--- config.mk ---
export PLATFORM = sky130hd
export DESIGN_NAME = key_expansion_iter_flat
export DESIGN_NICKNAME = d
export VERILOG_FILES = /design/src/rtl/aes_pkg.sv /design/src/rtl/key_expansion_iter_if.sv /design/src/rtl/aes_sbox_word.sv /design/src/rtl/key_expansion_iter.sv /design/src/flat_wrapper.sv
export SDC_FILE = /design/constraint.sdc
export NUM_CORES = 1
export LEC_CHECK = 0
export ABC_AREA = 1
export BUFFER_PORTS_ARGS = -buffer_cell sky130_fd_sc_hd__buf_4
export CAP_MARGIN = 40
export CORE_MARGIN = 3
export CORE_UTILIZATION = 35
export DETAILED_ROUTE_END_ITERATION = 7
export HOLD_SLACK_MARGIN = 0.06
export PLACE_DENSITY = 0.56
export SLEW_MARGIN = 20
export SYNTH_ARGS = -nofsm -noshare
export SYNTH_HDL_FRONTEND = slang
export SYNTH_SLANG_ARGS = --single-unit
--- constraint.sdc ---
create_clock -name clk -period 3.2 [get_ports clk]
set_input_delay 0.48 -clock clk [delete_from_list [all_inputs] [get_ports clk]]
set_output_delay 0.48 -clock clk [all_outputs]
set_load 0.05 [all_outputs]
--- src/rtl/aes_pkg.sv ---
// Shared AES constants: S-box, round constants, key-schedule FSM encoding.
// The S-box table is also used by the round datapath's S-box stage.
package aes_pkg;

  localparam logic [3:0] LAST_ROUND = 4'd10;

  localparam logic [7:0] SBOX [256] = '{
    8'h63, 8'h7c, 8'h77, 8'h7b, 8'hf2, 8'h6b, 8'h6f, 8'hc5, 8'h30, 8'h01, 8'h67, 8'h2b, 8'hfe, 8'hd7, 8'hab, 8'h76,
    8'hca, 8'h82, 8'hc9, 8'h7d, 8'hfa, 8'h59, 8'h47, 8'hf0, 8'had, 8'hd4, 8'ha2, 8'haf, 8'h9c, 8'ha4, 8'h72, 8'hc0,
    8'hb7, 8'hfd, 8'h93, 8'h26, 8'h36, 8'h3f, 8'hf7, 8'hcc, 8'h34, 8'ha5, 8'he5, 8'hf1, 8'h71, 8'hd8, 8'h31, 8'h15,
    8'h04, 8'hc7, 8'h23, 8'hc3, 8'h18, 8'h96, 8'h05, 8'h9a, 8'h07, 8'h12, 8'h80, 8'he2, 8'heb, 8'h27, 8'hb2, 8'h75,
    8'h09, 8'h83, 8'h2c, 8'h1a, 8'h1b, 8'h6e, 8'h5a, 8'ha0, 8'h52, 8'h3b, 8'hd6, 8'hb3, 8'h29, 8'he3, 8'h2f, 8'h84,
    8'h53, 8'hd1, 8'h00, 8'hed, 8'h20, 8'hfc, 8'hb1, 8'h5b, 8'h6a, 8'hcb, 8'hbe, 8'h39, 8'h4a, 8'h4c, 8'h58, 8'hcf,
    8'hd0, 8'hef, 8'haa, 8'hfb, 8'h43, 8'h4d, 8'h33, 8'h85, 8'h45, 8'hf9, 8'h02, 8'h7f, 8'h50, 8'h3c, 8'h9f, 8'ha8,
    8'h51, 8'ha3, 8'h40, 8'h8f, 8'h92, 8'h9d, 8'h38, 8'hf5, 8'hbc, 8'hb6, 8'hda, 8'h21, 8'h10, 8'hff, 8'hf3, 8'hd2,
    8'hcd, 8'h0c, 8'h13, 8'hec, 8'h5f, 8'h97, 8'h44, 8'h17, 8'hc4, 8'ha7, 8'h7e, 8'h3d, 8'h64, 8'h5d, 8'h19, 8'h73,
    8'h60, 8'h81, 8'h4f, 8'hdc, 8'h22, 8'h2a, 8'h90, 8'h88, 8'h46, 8'hee, 8'hb8, 8'h14, 8'hde, 8'h5e, 8'h0b, 8'hdb,
    8'he0, 8'h32, 8'h3a, 8'h0a, 8'h49, 8'h06, 8'h24, 8'h5c, 8'hc2, 8'hd3, 8'hac, 8'h62, 8'h91, 8'h95, 8'he4, 8'h79,
    8'he7, 8'hc8, 8'h37, 8'h6d, 8'h8d, 8'hd5, 8'h4e, 8'ha9, 8'h6c, 8'h56, 8'hf4, 8'hea, 8'h65, 8'h7a, 8'hae, 8'h08,
    8'hba, 8'h78, 8'h25, 8'h2e, 8'h1c, 8'ha6, 8'hb4, 8'hc6, 8'he8, 8'hdd, 8'h74, 8'h1f, 8'h4b, 8'hbd, 8'h8b, 8'h8a,
    8'h70, 8'h3e, 8'hb5, 8'h66, 8'h48, 8'h03, 8'hf6, 8'h0e, 8'h61, 8'h35, 8'h57, 8'hb9, 8'h86, 8'hc1, 8'h1d, 8'h9e,
    8'he1, 8'hf8, 8'h98, 8'h11, 8'h69, 8'hd9, 8'h8e, 8'h94, 8'h9b, 8'h1e, 8'h87, 8'he9, 8'hce, 8'h55, 8'h28, 8'hdf,
    8'h8c, 8'ha1, 8'h89, 8'h0d, 8'hbf, 8'he6, 8'h42, 8'h68, 8'h41, 8'h99, 8'h2d, 8'h0f, 8'hb0, 8'h54, 8'hbb, 8'h16
  };

  localparam logic [7:0] RCON [10] = '{
    8'h01, 8'h02, 8'h04, 8'h08, 8'h10, 8'h20, 8'h40, 8'h80, 8'h1b, 8'h36
  };

  typedef enum logic [0:0] {
    IDLE   = 1'b0,
    EXPAND = 1'b1
  } state_t;

  // Single S-box byte lookup.
  function automatic logic [7:0] sbox_byte(input logic [7:0] b);
    sbox_byte = SBOX[b];
  endfunction

  // Round constant for the transition idx -> idx+1; zero past the last round
  // so the unused value at idx 10 never indexes outside the table.
  function automatic logic [7:0] rcon_of(input logic [3:0] idx);
    if (idx < LAST_ROUND) begin
      rcon_of = RCON[idx];
    end else begin
      rcon_of = 8'h00;
    end
  endfunction

endpackage

--- src/rtl/key_expansion_iter_if.sv ---
// Cipher-key input channel and round-key output channel of the key schedule.
// master = upstream/downstream environment, slave = key_expansion_iter.
interface key_expansion_iter_if #(
  parameter int DATA_W = 128
);
  logic              key_valid_in;
  logic              key_ready_out;
  logic [DATA_W-1:0] key_in;
  logic              rk_ready_in;
  logic              rk_valid_out;
  logic [DATA_W-1:0] round_key_out;
  logic [3:0]        round_idx_out;
  logic              done_out;

  modport master (
    output key_valid_in, key_in, rk_ready_in,
    input  key_ready_out, rk_valid_out, round_key_out, round_idx_out, done_out
  );

  modport slave (
    input  key_valid_in, key_in, rk_ready_in,
    output key_ready_out, rk_valid_out, round_key_out, round_idx_out, done_out
  );
endinterface

--- src/rtl/aes_sbox_word.sv ---
// Combinational SubWord: AES S-box applied to each byte of a 32-bit word.
module aes_sbox_word
  import aes_pkg::*;
(
  input  logic [31:0] word_in,
  output logic [31:0] word_out
);

  // Four independent byte lookups through the shared S-box table.
  always_comb begin
    word_out = 32'h0000_0000;
    for (int i = 0; i < 4; i++) begin
      word_out[i*8 +: 8] = sbox_byte(word_in[i*8 +: 8]);
    end
  end

endmodule

--- src/rtl/key_expansion_iter.sv ---
// AES-128 iterative key schedule. Latches one cipher key, then emits round keys
// 0..NUM_ROUNDS one per accepted transfer. Each next key is computed from the
// registered current key and only registered on a transfer, so backpressure
// simply freezes the registers and all outputs come straight from flops.
module key_expansion_iter
  import aes_pkg::*;
#(
  parameter int         DATA_W     = 128,
  parameter logic [3:0] NUM_ROUNDS = LAST_ROUND
) (
  input logic               clk,
  input logic               reset,
  key_expansion_iter_if.slave bus
);

  state_t            state;
  logic [DATA_W-1:0] cur_key;
  logic [3:0]        round_idx;
  logic              rk_valid;
  logic              key_ready;
  logic              done;

  logic [31:0]       rot_word;
  logic [31:0]       sub_word;
  logic [31:0]       t_word;
  logic [31:0]       nw0;
  logic [31:0]       nw1;
  logic [31:0]       nw2;
  logic [31:0]       nw3;
  logic [DATA_W-1:0] next_key;
  logic              transfer;

  // RotWord of w3 (least significant word): {b,c,d,a}.
  assign rot_word = {cur_key[23:0], cur_key[31:24]};

  aes_sbox_word u_sbox (
    .word_in  (rot_word),
    .word_out (sub_word)
  );

  // Next-key XOR chain; w0 sits in the MSBs.
  always_comb begin
    t_word   = sub_word ^ {rcon_of(round_idx), 24'h00_0000};
    nw0      = cur_key[127:96] ^ t_word;
    nw1      = cur_key[95:64]  ^ nw0;
    nw2      = cur_key[63:32]  ^ nw1;
    nw3      = cur_key[31:0]   ^ nw2;
    next_key = {nw0, nw1, nw2, nw3};
  end

  assign transfer = rk_valid & bus.rk_ready_in;

  // Key-schedule FSM with index counter, key register and registered handshakes.
  always_ff @(posedge clk) begin
    if (reset) begin
      state     <= IDLE;
      cur_key   <= '0;
      round_idx <= 4'd0;
      rk_valid  <= 1'b0;
      key_ready <= 1'b1;
      done      <= 1'b0;
    end else begin
      case (state)
        IDLE: begin
          done <= 1'b0;
          if (bus.key_valid_in) begin
            cur_key   <= bus.key_in;
            round_idx <= 4'd0;
            rk_valid  <= 1'b1;
            key_ready <= 1'b0;
            state     <= EXPAND;
          end else begin
            key_ready <= 1'b1;
          end
        end
        EXPAND: begin
          if (transfer && (round_idx == NUM_ROUNDS)) begin
            // Last key taken: hand control back and pulse done.
            rk_valid  <= 1'b0;
            key_ready <= 1'b1;
            done      <= 1'b1;
            state     <= IDLE;
          end else if (transfer) begin
            cur_key   <= next_key;
            round_idx <= round_idx + 4'd1;
            done      <= 1'b0;
          end else begin
            done      <= 1'b0;
          end
        end
        default: begin
          state     <= IDLE;
          rk_valid  <= 1'b0;
          key_ready <= 1'b1;
          done      <= 1'b0;
        end
      endcase
    end
  end

  assign bus.key_ready_out = key_ready;
  assign bus.rk_valid_out  = rk_valid;
  assign bus.round_key_out = cur_key;
  assign bus.round_idx_out = round_idx;
  assign bus.done_out      = done;

endmodule
--- src/flat_wrapper.sv ---
// flat-port wrapper written by rule: the top's interface ports become plain ports
module key_expansion_iter_flat import aes_pkg::*;
#(
  parameter int         DATA_W     = 128,
  parameter logic [3:0] NUM_ROUNDS = LAST_ROUND
)
  (clk, reset, bus_key_valid_in, bus_key_in, bus_rk_ready_in, bus_key_ready_out, bus_rk_valid_out, bus_round_key_out, bus_round_idx_out, bus_done_out);
  key_expansion_iter_if #(.DATA_W(DATA_W)) bus_i ();
  input logic clk;
  input logic reset;
  input wire logic [$bits(bus_i.key_valid_in)-1:0] bus_key_valid_in;
  input wire logic [$bits(bus_i.key_in)-1:0] bus_key_in;
  input wire logic [$bits(bus_i.rk_ready_in)-1:0] bus_rk_ready_in;
  output wire logic [$bits(bus_i.key_ready_out)-1:0] bus_key_ready_out;
  output wire logic [$bits(bus_i.rk_valid_out)-1:0] bus_rk_valid_out;
  output wire logic [$bits(bus_i.round_key_out)-1:0] bus_round_key_out;
  output wire logic [$bits(bus_i.round_idx_out)-1:0] bus_round_idx_out;
  output wire logic [$bits(bus_i.done_out)-1:0] bus_done_out;
  assign bus_i.key_valid_in = bus_key_valid_in;
  assign bus_i.key_in = bus_key_in;
  assign bus_i.rk_ready_in = bus_rk_ready_in;
  assign bus_key_ready_out = bus_i.key_ready_out;
  assign bus_rk_valid_out = bus_i.rk_valid_out;
  assign bus_round_key_out = bus_i.round_key_out;
  assign bus_round_idx_out = bus_i.round_idx_out;
  assign bus_done_out = bus_i.done_out;
  key_expansion_iter #(.DATA_W(DATA_W), .NUM_ROUNDS(NUM_ROUNDS)) u_core (.clk(clk), .reset(reset), .bus(bus_i));
endmodule
* Yosys cells after proc, flatten, opt, wreduce, memory -nomap -nowiden
Memories as Yosys holds them, arrays and structs flattened.
Index checks and enable logic that the tools add are counted.
** Word-level totals
- Register bits :: 136
- ROM bits :: 8320
- Word-level logic and storage cells :: 68
- Memories kept :: 5
** Cells by class
- Add/sub/neg operators :: 1
- Order comparisons :: 6
- Equal/unequal tests :: 5
- Multiplexer cells :: 30
- Bitwise gates (word level) :: 12
- Reductions and logical operators :: 3
** Memory list
- (no name shown) :: depth 256, bits a word 8, rd ports 1, clocked after memory_dff 0, write ports 0, line aes_pkg.sv:37 : sbox_byte = SBOX[b];
- (no name shown) :: depth 256, bits a word 8, rd ports 1, clocked after memory_dff 0, write ports 0, line aes_pkg.sv:37
- (no name shown) :: depth 256, bits a word 8, rd ports 1, clocked after memory_dff 0, write ports 0, line aes_pkg.sv:37
- (no name shown) :: depth 256, bits a word 8, rd ports 1, clocked after memory_dff 0, write ports 0, line aes_pkg.sv:37
- (no name shown) :: depth 16, bits a word 8, rd ports 1, clocked after memory_dff 0, write ports 0, line aes_pkg.sv:44 : rcon_of = RCON[idx];
** Operators with widths (count)
- $mux 128 :: 3
- $pmux 128 s2 :: 1
- $xor 32x32->32 :: 5
- $mux 8 :: 11
- $ge 9x9->1 const B :: 4
- $not 8->9 :: 4
- $mux 4 :: 3
- $ne 2x2->1 const B :: 4
- $pmux 1 s2 :: 4
- $pmux 4 s2 :: 1
- $mux 1 :: 7
- $ge 5x5->1 const B :: 1
- $not 4->5 :: 1
- $add 4x1->4 const B :: 1
- $eq 4x4->1 const B :: 1
- $lt 4x4->1 const B :: 1
- $reduce_and 3->1 :: 1
- $reduce_and 2->1 :: 1
- $and 1x1->1 :: 1
- $logic_and 1x1->1 :: 1
- $not 1->1 :: 1

* Depth between registers and ports, before layout
Gate-level depths: netlist of the first run.
- Depth in word-level cells :: 13
- Depth in mapped cells :: 23
- Gate-level depth less buffers :: 22

* Cells and area by module
A second synthesis of the first run with hierarchy kept.
** Unflattened totals
- Cell total of the unflattened synthesis :: 3693
- Area, all modules :: 19489.9 µm²
** Modules (own cells, without submodules)
- aes_sbox_word :: times used 1, cells each 2510, area an instance 11538.6 µm²
- key_expansion_iter :: times used 1, cells each 1183, area an instance 7951.4 µm²

* Least setup slack after synthesis of the first run
Ideal clock, no wire load.
- Path type :: flip-flop to flip-flop
- From :: register u_core.cur_key[9] (netlist: u_core.bus.round_key_out[9])
- To :: register u_core.cur_key[23] (netlist: u_core.bus.round_key_out[23])
- Data arrival time :: 3.025 ns
- Data required time :: 3.068 ns
- Slack :: 0.043 ns
- Cell stages (with the launch flop) :: 21
- Path buffers :: 2
- Cell sequence :: dfxtp_1 > inv_2 > ha_1 > buf_2 > nand2_1 > buf_4 > nand3_1 > nand3_1 > nand2_1 > nand2_1 > nand3_1 > nand3_1 > nand2_1 > nand2_1 > nand3_1 > nand2_1 > nand2_1 > nand3_1 > nand3_1 > nand2_1 > a21oi_1
** Between the ends
- Cells in the longest elaborated chain, start to end :: 12
** RTL lines
- start: declaration :: line key_expansion_iter.sv:17 : logic [DATA_W-1:0] cur_key;
- start signal: assignment :: line key_expansion_iter.sv:67 : cur_key <= bus.key_in;
- start signal: assignment :: line key_expansion_iter.sv:84 : cur_key <= next_key;
- $not 8->9 (implied by the code) :: line aes_pkg.sv:37
- $mem_v2 256x8
- $mux 8 (implied by the code) (2 in a row) :: line aes_pkg.sv:37
- $xor 32x32->32 :: line key_expansion_iter.sv:43 : t_word = sub_word ^ {rcon_of(round_idx), 24'h00_0000};
- $xor 32x32->32 :: line key_expansion_iter.sv:44 : nw0 = cur_key[127:96] ^ t_word;
- $xor 32x32->32 :: line key_expansion_iter.sv:45 : nw1 = cur_key[95:64] ^ nw0;
- $xor 32x32->32 :: line key_expansion_iter.sv:46 : nw2 = cur_key[63:32] ^ nw1;
- $xor 32x32->32 :: line key_expansion_iter.sv:47 : nw3 = cur_key[31:0] ^ nw2;
- $mux 128 :: line key_expansion_iter.sv:83 : end else if (transfer) begin
- $mux 128 :: line key_expansion_iter.sv:77 : if (transfer && (round_idx == NUM_ROUNDS)) begin
- $pmux 128 s2 :: line key_expansion_iter.sv:63 : case (state)
No other way between the ends. The select of a mux whose other input is x is not followed.
A chain may end at the register's enable or synchronous reset.

* Final worst setup path of the first run
- From :: register u_core.cur_key[17] (netlist: u_core.bus.round_key_out[17])
- To :: register u_core.cur_key[30] (netlist: u_core.bus.round_key_out[30])
The elaborated chain is that of the path after synthesis.

==> flow_metrics.env, run 1 <==
export IMPL_hold_viol=0
export IMPL_min_from="bus_key_in[32]"
export IMPL_worst_ep_arrival_time_ps=3410
export IMPL_vias=28380
export IMPL_grt_setup_unrepaired="no"
export IMPL_route_detailed_drc=0
export IMPL_period_needed_ps=3039
export IMPL_max_stage_delay_ps=370
export IMPL_dr_pass1_iters=6
export IMPL_avgSynthCellArea_sq_um=5.190
export IMPL_max_vdd_ir_drop_mv=0.5317
export IMPL_antenna_found_initial=2
export IMPL_power_density_nw_per_um2=483.7
export IMPL_vias_per_cell=5.893
export IMPL_timing_final_max_slew_violations=0
export IMPL_cts_buffers=17
export IMPL_tns_ps=0
export IMPL_rr_worst_depth=20
export IMPL_cap_viol_max_count=0
export IMPL_wire_per_inst_um=21.02
export IMPL_crit_required_ps=3570
export IMPL_ant_nets=0
export IMPL_dieArea_sq_um=60850
export IMPL_synth_edf_count=0
export IMPL_gp_congestion=1.043
export IMPL_critPathLaunchType="flop"
export IMPL_ys_seq_elements=136
export IMPL_setup_viol=0
export IMPL_hold_depth=3
export IMPL_multi_input_area_sq_um=15420
export IMPL_grt_pass1_wl_um=152800
export IMPL_cts_buffer_depth=2
export IMPL_synthesis_nets=4104
export IMPL_cp_common_cell="nand2_1"
export IMPL_dpl_cell_area_sq_um=23120
export IMPL_h_tree_depth=4
export IMPL_cp_slowest_cell="dfxtp_1"
export IMPL_final_layout_size_suffix_gt1_share_pct=13.33
export IMPL_fp_dieW_um=246.7
export IMPL_ys_warn_count=0
export IMPL_grt_pass1_vias=25510
export IMPL_core_area_sq_um=56820
export IMPL_worstMarginPinSlew_ps=922.2
export IMPL_cts_tree="done"
export IMPL_post_route_cell_area_sq_um=23880
export IMPL_cellLeakagePower_nw=11.41
export IMPL_cts_hold_repair_buffers=0
export IMPL_regArea_sq_um=2736
export IMPL_clock_sink_count=136
export IMPL_drt_total_wl_um=101200
export IMPL_regToRegSetupSlack_ps=160
export IMPL_grt_usage_pct=31.87
export IMPL_ys_types=34
export IMPL_clk_pin_slew_ps=70
export IMPL_ctsRootBufferMaster="clkbuf_16"
export IMPL_maxSlewHeadroom_pct=38.52
export IMPL_port_buffers=266
export IMPL_io_pins=267
export IMPL_overflow=0
export IMPL_timing_rr_end="u_core.bus.round_key_out[30]"
export IMPL_die_y_um=246.7
export IMPL_drt_iter0_markers=4226
export IMPL_r2r_start="u_core.bus.round_key_out[17]"
export IMPL_fmax_mhz=329.1
export IMPL_place_hpwl_um=73010
export IMPL_start_util_pct=35.68
export IMPL_criticalPathCategory="flop to flop"
export IMPL_grt_max_degree=201
export IMPL_path_max_fanout=15
export IMPL_worstPathCellList="buf_4 -> ha_1 -> nand2_1 -> nand3_1 -> nand2_1 -> nand3_1 -> nand2_1 -> nand2_1 -> nand3_1 -> nand2_1 -> nand2_1 -> nand3_1 -> nand2_1 -> nand2_1 -> nand2_1 -> nand2_1 -> nand3_1 -> nand2_1 -> a21oi_1 -> buf_4"
export IMPL_finalClockSkew_ps=21.35
export IMPL_synthArstFlopShare_pct=0
export IMPL_area_delta_synth_final_pct=17.81
export IMPL_status="finished, final reports clean"
export IMPL_hold_class="input port to flop"
export IMPL_min_to="u_core.bus.round_key_out[32]"
export IMPL_layout_nets=4244
export IMPL_rows=87
export IMPL_netlist_area_sq_um=20270
export IMPL_clock_latency_ps=480
export IMPL_setup_worst_path_end_class="flop"
export IMPL_netlist_instances=3906
export IMPL_yosysSeqAreaShare_pct=13.43
export IMPL_synthFlopType="dfxtp_1"
export IMPL_fin_crit_sh_pct=94.97
export IMPL_nFillCells=6374
cell families after synthesis:
kind of cell,after synthesis,synth area share (%)
xor+xnor,8,0.3456
compound gates,393,10.45
flops,136,13.43
buf+inv,490,10.74
fa+ha+maj,66,4.073
simple gates,2813,60.96
cell type report:
type	count	area share [%]
Inverter	203	3.269
Clock buffer	19	1.854
Clock inverter	12	0.9377
Sequential cell	136	11.46
Antenna cell	1	0.01048
Timing Repair Buffer	408	13.97
Tap cell	756	3.960
Multi-Input combinational cell	3280	64.54
power by group:
| part | internal, mW | switching, mW |
|---|---|---|
| sequential | 1.86 | 0.194 |
| combinational | 2.17 | 4.94 |
| clock | 1.48 | 0.911 |
| total | 5.50 | 6.05 |
cell usage after synthesis (3+ instances only):
library cell  instances  share of area, %
a21oi_1             236               5.8
a21oi_2               4              0.17
buf_1                36              0.67
buf_2               115               2.8
buf_4                27               1.0
buf_6                11              0.61
clkbuf_1             98               1.8
clkinv_1              5             0.093
dfxtp_1             136                13
ha_1                 66               4.1
inv_1               174               3.2
inv_2                21              0.39
nand2_1            1160                21
nand2_2              41               1.3
nand3_1            1249                31
nand3b_1             21              0.78
nand4_1              11              0.34
nor2_1              324               6.0
o211ai_1             51               1.9
o21ai_0              89               2.2
o21ai_1               9              0.22
xnor2_1               3              0.13
xor2_1                5              0.22
sequential cells by signal, summed over array words and instances, names as in the netlist:
register                  count
u_core.state                  1
u_core.bus.rk_valid_out       1
u_core.bus.round_key_out    128
u_core.bus.done_out           1
u_core.bus.round_idx_out      4
u_core.bus.key_ready_out      1
per-layer routing:
layer	global-route usage (%)	part of all wire, %	vias up
li1	-	-	13390
met1	43.45	41	12740
met2	47.07	42	1899
met3	7.894	12	342
met4	14.45	4.8	2
met5	0	0.020	-
layout by cell type, fill, tap and decap left out, types with 11 or more instances in the layout:
cell type / count
a21oi_1: 236
buf_4: 385
ha_1: 60
dfxtp_1: 127
nand3_1: 1248
clkbuf_16: 17
nand2_1: 1154
nor2_1: 321
nand2_2: 47
nand4_1: 11
o211ai_1: 51
inv_1: 170
nand3b_1: 21
buf_12: 22
o21ai_0: 89
inv_2: 23
worst max-delay path by stage:
stage,from,to,slack [ps]
2_1_floorplan,u_core.bus.round_key_out[9],u_core.bus.round_key_out[23],40
4_1_cts,u_core.bus.round_key_out[16],u_core.bus.round_key_out[29],200
3_3_place_gp,u_core.bus.round_key_out[17],u_core.bus.round_key_out[29],230
5_1_grt,u_core.bus.round_key_out[24],u_core.bus.round_key_out[0],2
3_5_place_dp,u_core.bus.round_key_out[17],u_core.bus.round_key_out[29],220
6_report,u_core.bus.round_key_out[17],u_core.bus.round_key_out[30],160
stage by stage:
stage | utilization, % | total power, mW | hold WS (ps) | worst slack (ps) | std cells
after detailed placement | 40.69 | 8.971 | 449.7 | 220.6 | 4776
after global routing | 42.03 | 12.30 | 279.3 | 1.535 | 4815
final | 42.03 | 11.55 | 285.5 | 160.9 | 4815
after floorplan | - | 6.858 | 626.7 | 42.69 | 3906
after global placement | 40.69 | 9.038 | 446.2 | 225.9 | 4776
after CTS | 41.86 | 11.39 | 258.5 | 204.7 | 4807
repair_timing:
item / 4_1_cts / 5_1_grt
setup endpoints to repair: 0 / 17
gates resized for setup: 0 / 17
buffers inserted: 0 / 7
worst max-delay path, delay by kind of cell (launching register included):
family | cells | cell delay [ps]
AO/OA/AOI/OAI | 1 | 70
adder cells (fa/ha/maj) | 1 | 290
flip-flops | 1 | 370
AND/OR/NAND/NOR | 16 | 1750
buffers and inverters | 2 | 420
Power figures use the tool's default switching activity.
==> run 2: changes to the inputs <==
--- a/config.mk
+++ b/config.mk
@@ -5,14 +5,13 @@
 export SDC_FILE = /design/constraint.sdc
 export NUM_CORES = 1
 export LEC_CHECK = 0
-export ABC_AREA = 1
 export BUFFER_PORTS_ARGS = -buffer_cell sky130_fd_sc_hd__buf_4
 export CAP_MARGIN = 40
 export CORE_MARGIN = 3
 export CORE_UTILIZATION = 35
 export DETAILED_ROUTE_END_ITERATION = 7
 export HOLD_SLACK_MARGIN = 0.06
-export PLACE_DENSITY = 0.56
+export PLACE_DENSITY = 0.55
 export SLEW_MARGIN = 20
 export SYNTH_ARGS = -nofsm -noshare
 export SYNTH_HDL_FRONTEND = slang
==> flow_metrics.env, run 2 <==
export IMPL_area_delta_synth_final_pct=53.90
export IMPL_synth_simple_area_share_pct=27.72
export IMPL_stdcell_count=4953
export IMPL_final_cell_mix="buf_4 (964), nand2_1 (308), a21oi_1 (231)"
export IMPL_setup_worst_path_end_class="flop"
export IMPL_drt_iter0_markers=4090
export IMPL_grt_setup_unrepaired="yes"
export IMPL_crit_buf_inv=3
export IMPL_hold_depth=2
export IMPL_start_util_pct=35.53
export IMPL_dpl_cell_area_sq_um=31120
export IMPL_cts_buffers=17
export IMPL_period_needed_ps=3368
export IMPL_ys_seq_elements=136
export IMPL_ant_nets=0
export IMPL_criticalPathCategory="flop to flop"
export IMPL_port_buffers=266
export IMPL_hold_class="input port to flop"
export IMPL_synth_xor_area_share_pct=5.122
export IMPL_cap_viol_max_count=0
export IMPL_post_place_ws_ps=-601.0
export IMPL_grt_pass1_vias=29590
export IMPL_violations="negative setup slack"
export IMPL_synth_common_cells="nand2_1 (322), a21oi_1 (262), nor2_1 (251)"
export IMPL_clock_sink_count=136
export IMPL_ctsRootBufferMaster="clkbuf_16"
export IMPL_hold_viol=0
export IMPL_crit_start="u_core.bus.round_key_out[9]"
export IMPL_overflow=0
export IMPL_vias=31930
export IMPL_synthesis_nets=3546
export IMPL_crit_required_ps=3580
export IMPL_dieArea_sq_um=68790
export IMPL_worstMarginPinSlew_ps=720.7
export IMPL_final_common_cell="buf_4"
export IMPL_timing_rr_end="u_core.bus.round_key_out[50]"
export IMPL_yosys_area_top_type="dfxtp_1"
export IMPL_wire_per_inst_um=27.33
export IMPL_cellLeakagePower_nw=14.06
export IMPL_gp_congestion=1.049
export IMPL_yosysSeqAreaShare_pct=11.84
export IMPL_fp_dieW_um=262.3
export IMPL_post_route_cell_area_sq_um=35380
export IMPL_finalClockSkew_ps=18.18
export IMPL_dr_pass1_iters=7
export IMPL_synthTopCellsByArea="dfxtp_1 (12%), a21oi_1 (5.7%), nand2_1 (5.3%), o21ai_0 (4.9%), nor2_1 (4.1%)"
export IMPL_fin_hold_ws_ps=304.9
export IMPL_max_vdd_ir_drop_mv=0.4671
export IMPL_status="complete, but fails checks"
export IMPL_min_to="u_core.bus.round_key_out[112]"
export IMPL_setup_slack_ps=-168.0
export IMPL_synth_adder_area_share_pct=3.636
export IMPL_h_tree_depth=4
export IMPL_cp_slowest_cell="mux4_2"
export IMPL_path_max_fanout=8
export IMPL_grt_max_degree=111
export IMPL_die_y_um=262.3
export IMPL_route_detailed_drc=0
export IMPL_synth_top_area_share_pct=11.84
export IMPL_min_from="reset"
export IMPL_ys_warn_count=0
export IMPL_clk_pin_slew_ps=80
export IMPL_cts_buffer_depth=2
export IMPL_synth_edf_count=0
export IMPL_synth_area_mux_share_pct=6.755
export IMPL_finalPower_mw=26.89
export IMPL_worst_ep_arrival_time_ps=3750
export IMPL_final_layout_size_suffix_gt1_share_pct=41.66
export IMPL_antenna_found_initial=6
export IMPL_fin_crit_sh_pct=105.2
export IMPL_regToRegSetupSlack_ps=-170
export IMPL_crit_family="simple AND/OR/NAND/NOR gates"
export IMPL_synth_most_common_cell="nand2_1"
export IMPL_synthArstFlopShare_pct=0
export IMPL_avgSynthCellArea_sq_um=6.866
export IMPL_rows=93
export IMPL_synth_top_family_by_area="compound AO/OA/AOI/OAI gates"
export IMPL_rr_worst_depth=13
export IMPL_clock_latency_ps=460
export IMPL_drt_total_wl_um=135400
export IMPL_cts_tree="done"
export IMPL_fmax_mhz=296.9
export IMPL_critPathLaunchType="flop"
export IMPL_place_inst=4842
export IMPL_timing_final_max_slew_violations=0
export IMPL_io_pins=267
export IMPL_grt_pass1_wl_um=196100
export IMPL_grt_usage_pct=36.67
export IMPL_worstPathCellList="inv_8 -> ha_4 -> nor2_4 -> buf_6 -> nor3_1 -> o31ai_1 -> buf_4 -> a31oi_4 -> mux4_2 -> xnor2_4 -> xor2_4 -> or4_1 -> a31oi_1"
export IMPL_synthFlopType="dfxtp_1"
export IMPL_max_stage_delay_ps=550
export IMPL_largest_reg_flops=128
export IMPL_r2r_start="u_core.bus.round_key_out[9]"
export IMPL_ys_types=110
export IMPL_layout_nets=4280
export IMPL_power_density_nw_per_um2=760.1
export IMPL_netlist_instances=3348
export IMPL_place_hpwl_um=101000
export IMPL_maxSlewHeadroom_pct=51.61
export IMPL_core_area_sq_um=64700
export IMPL_netlist_area_sq_um=22990
export IMPL_setup_viol=33
export IMPL_vias_per_cell=6.447
export IMPL_synth_compound_area_share_pct=36.06
[run 2: changes by cell type after synthesis, moves of 70 or more]
cell,delta
nand2_1,-838
inv_1,-131
nor2_1,-73
nor2b_1,+98
nor3_1,+118
clkbuf_1,+102
nand3_1,-1128
nand2b_1,+96
xnor2_1,+70
o21ai_0,+137
a31oi_1,+89
[run 2: final cells by class]
cell class	count	area [sq um]
diodes	3	7.507
clock buffers	18	429.2
clock inverters	14	135.1
fillers	6284	29320
inverters	56	275.3
multi-input cells	2768	21200
flip-flops and latches	136	2798
well taps	855	1070
repair buffers	1103	9458
[run 2: per-layer routing]
layer | up-vias | part of all wire [%] | global-route usage, %
met1 | 15180 | 40 | 50.00
met3 | 436 | 11 | 8.197
met2 | 2196 | 43 | 54.63
met4 | 6 | 5.7 | 17.41
li1 | 14110 | - | -
met5 | - | 0.035 | 0
[run 2: report_power, final]
group / switching, mW / total (mW) / internal (mW)
sequential: 0.581 / 2.54 / 1.96
clock: 0.984 / 2.08 / 1.09
combinational: 12.1 / 22.3 / 10.2
total: 13.7 / 26.9 / 13.2
[run 2: logic make-up after synthesis]
kind of cell | after synthesis
XOR/XNOR | 116
buffers and inverters | 445
AND/OR/NAND/NOR | 1271
adder cells (fa/ha/maj) | 67
flip-flops | 136
AO/OA/AOI/OAI | 1209
multiplexers | 104
[run 2: what timing repair did]
| item | 4_1_cts | 5_1_grt |
|---|---|---|
| setup endpoints to repair | 88 | 94 |
| hold buffers | 0 | 0 |
| gates cloned | 2 | 1 |
| setup buffers | 54 | 34 |
| gates resized for setup | 293 | 354 |
| pin swaps | 116 | 181 |
[run 2: worst reg2reg max path: stages, from the launching register on]
cell and delay [ps]:
dfxtp_4 470, inv_8 60, ha_4 300, nor2_4 240, buf_6 150, nor3_1 50, o31ai_1 230, buf_4 190
a31oi_4 90, mux4_2 550, xnor2_4 250, xor2_4 130, or4_1 410, a31oi_1 160
[run 2: worst max path at each step]
stage,endpoint,slack (ps),cells after the start
2_1_floorplan,u_core.bus.round_key_out[9],-250,17
3_3_place_gp,u_core.bus.round_key_out[25],-660,15
3_5_place_dp,u_core.bus.round_key_out[25],-600,15
4_1_cts,u_core.bus.round_key_out[25],-210,14
5_1_grt,u_core.bus.round_key_out[39],-250,12
6_report,u_core.bus.round_key_out[50],-170,13
[run 2: stage by stage]
| step | util (%) | setup TNS (ps) |
|---|---|---|
| 2_1_floorplan | - | -3403 |
| 3_3_place_gp | 48.10 | -15120 |
| 3_5_place_dp | 48.10 | -14000 |
| 4_1_cts | 51.75 | -2372 |
| 5_1_grt | 54.67 | -6924 |
| 6_report | 54.68 | -2544 |
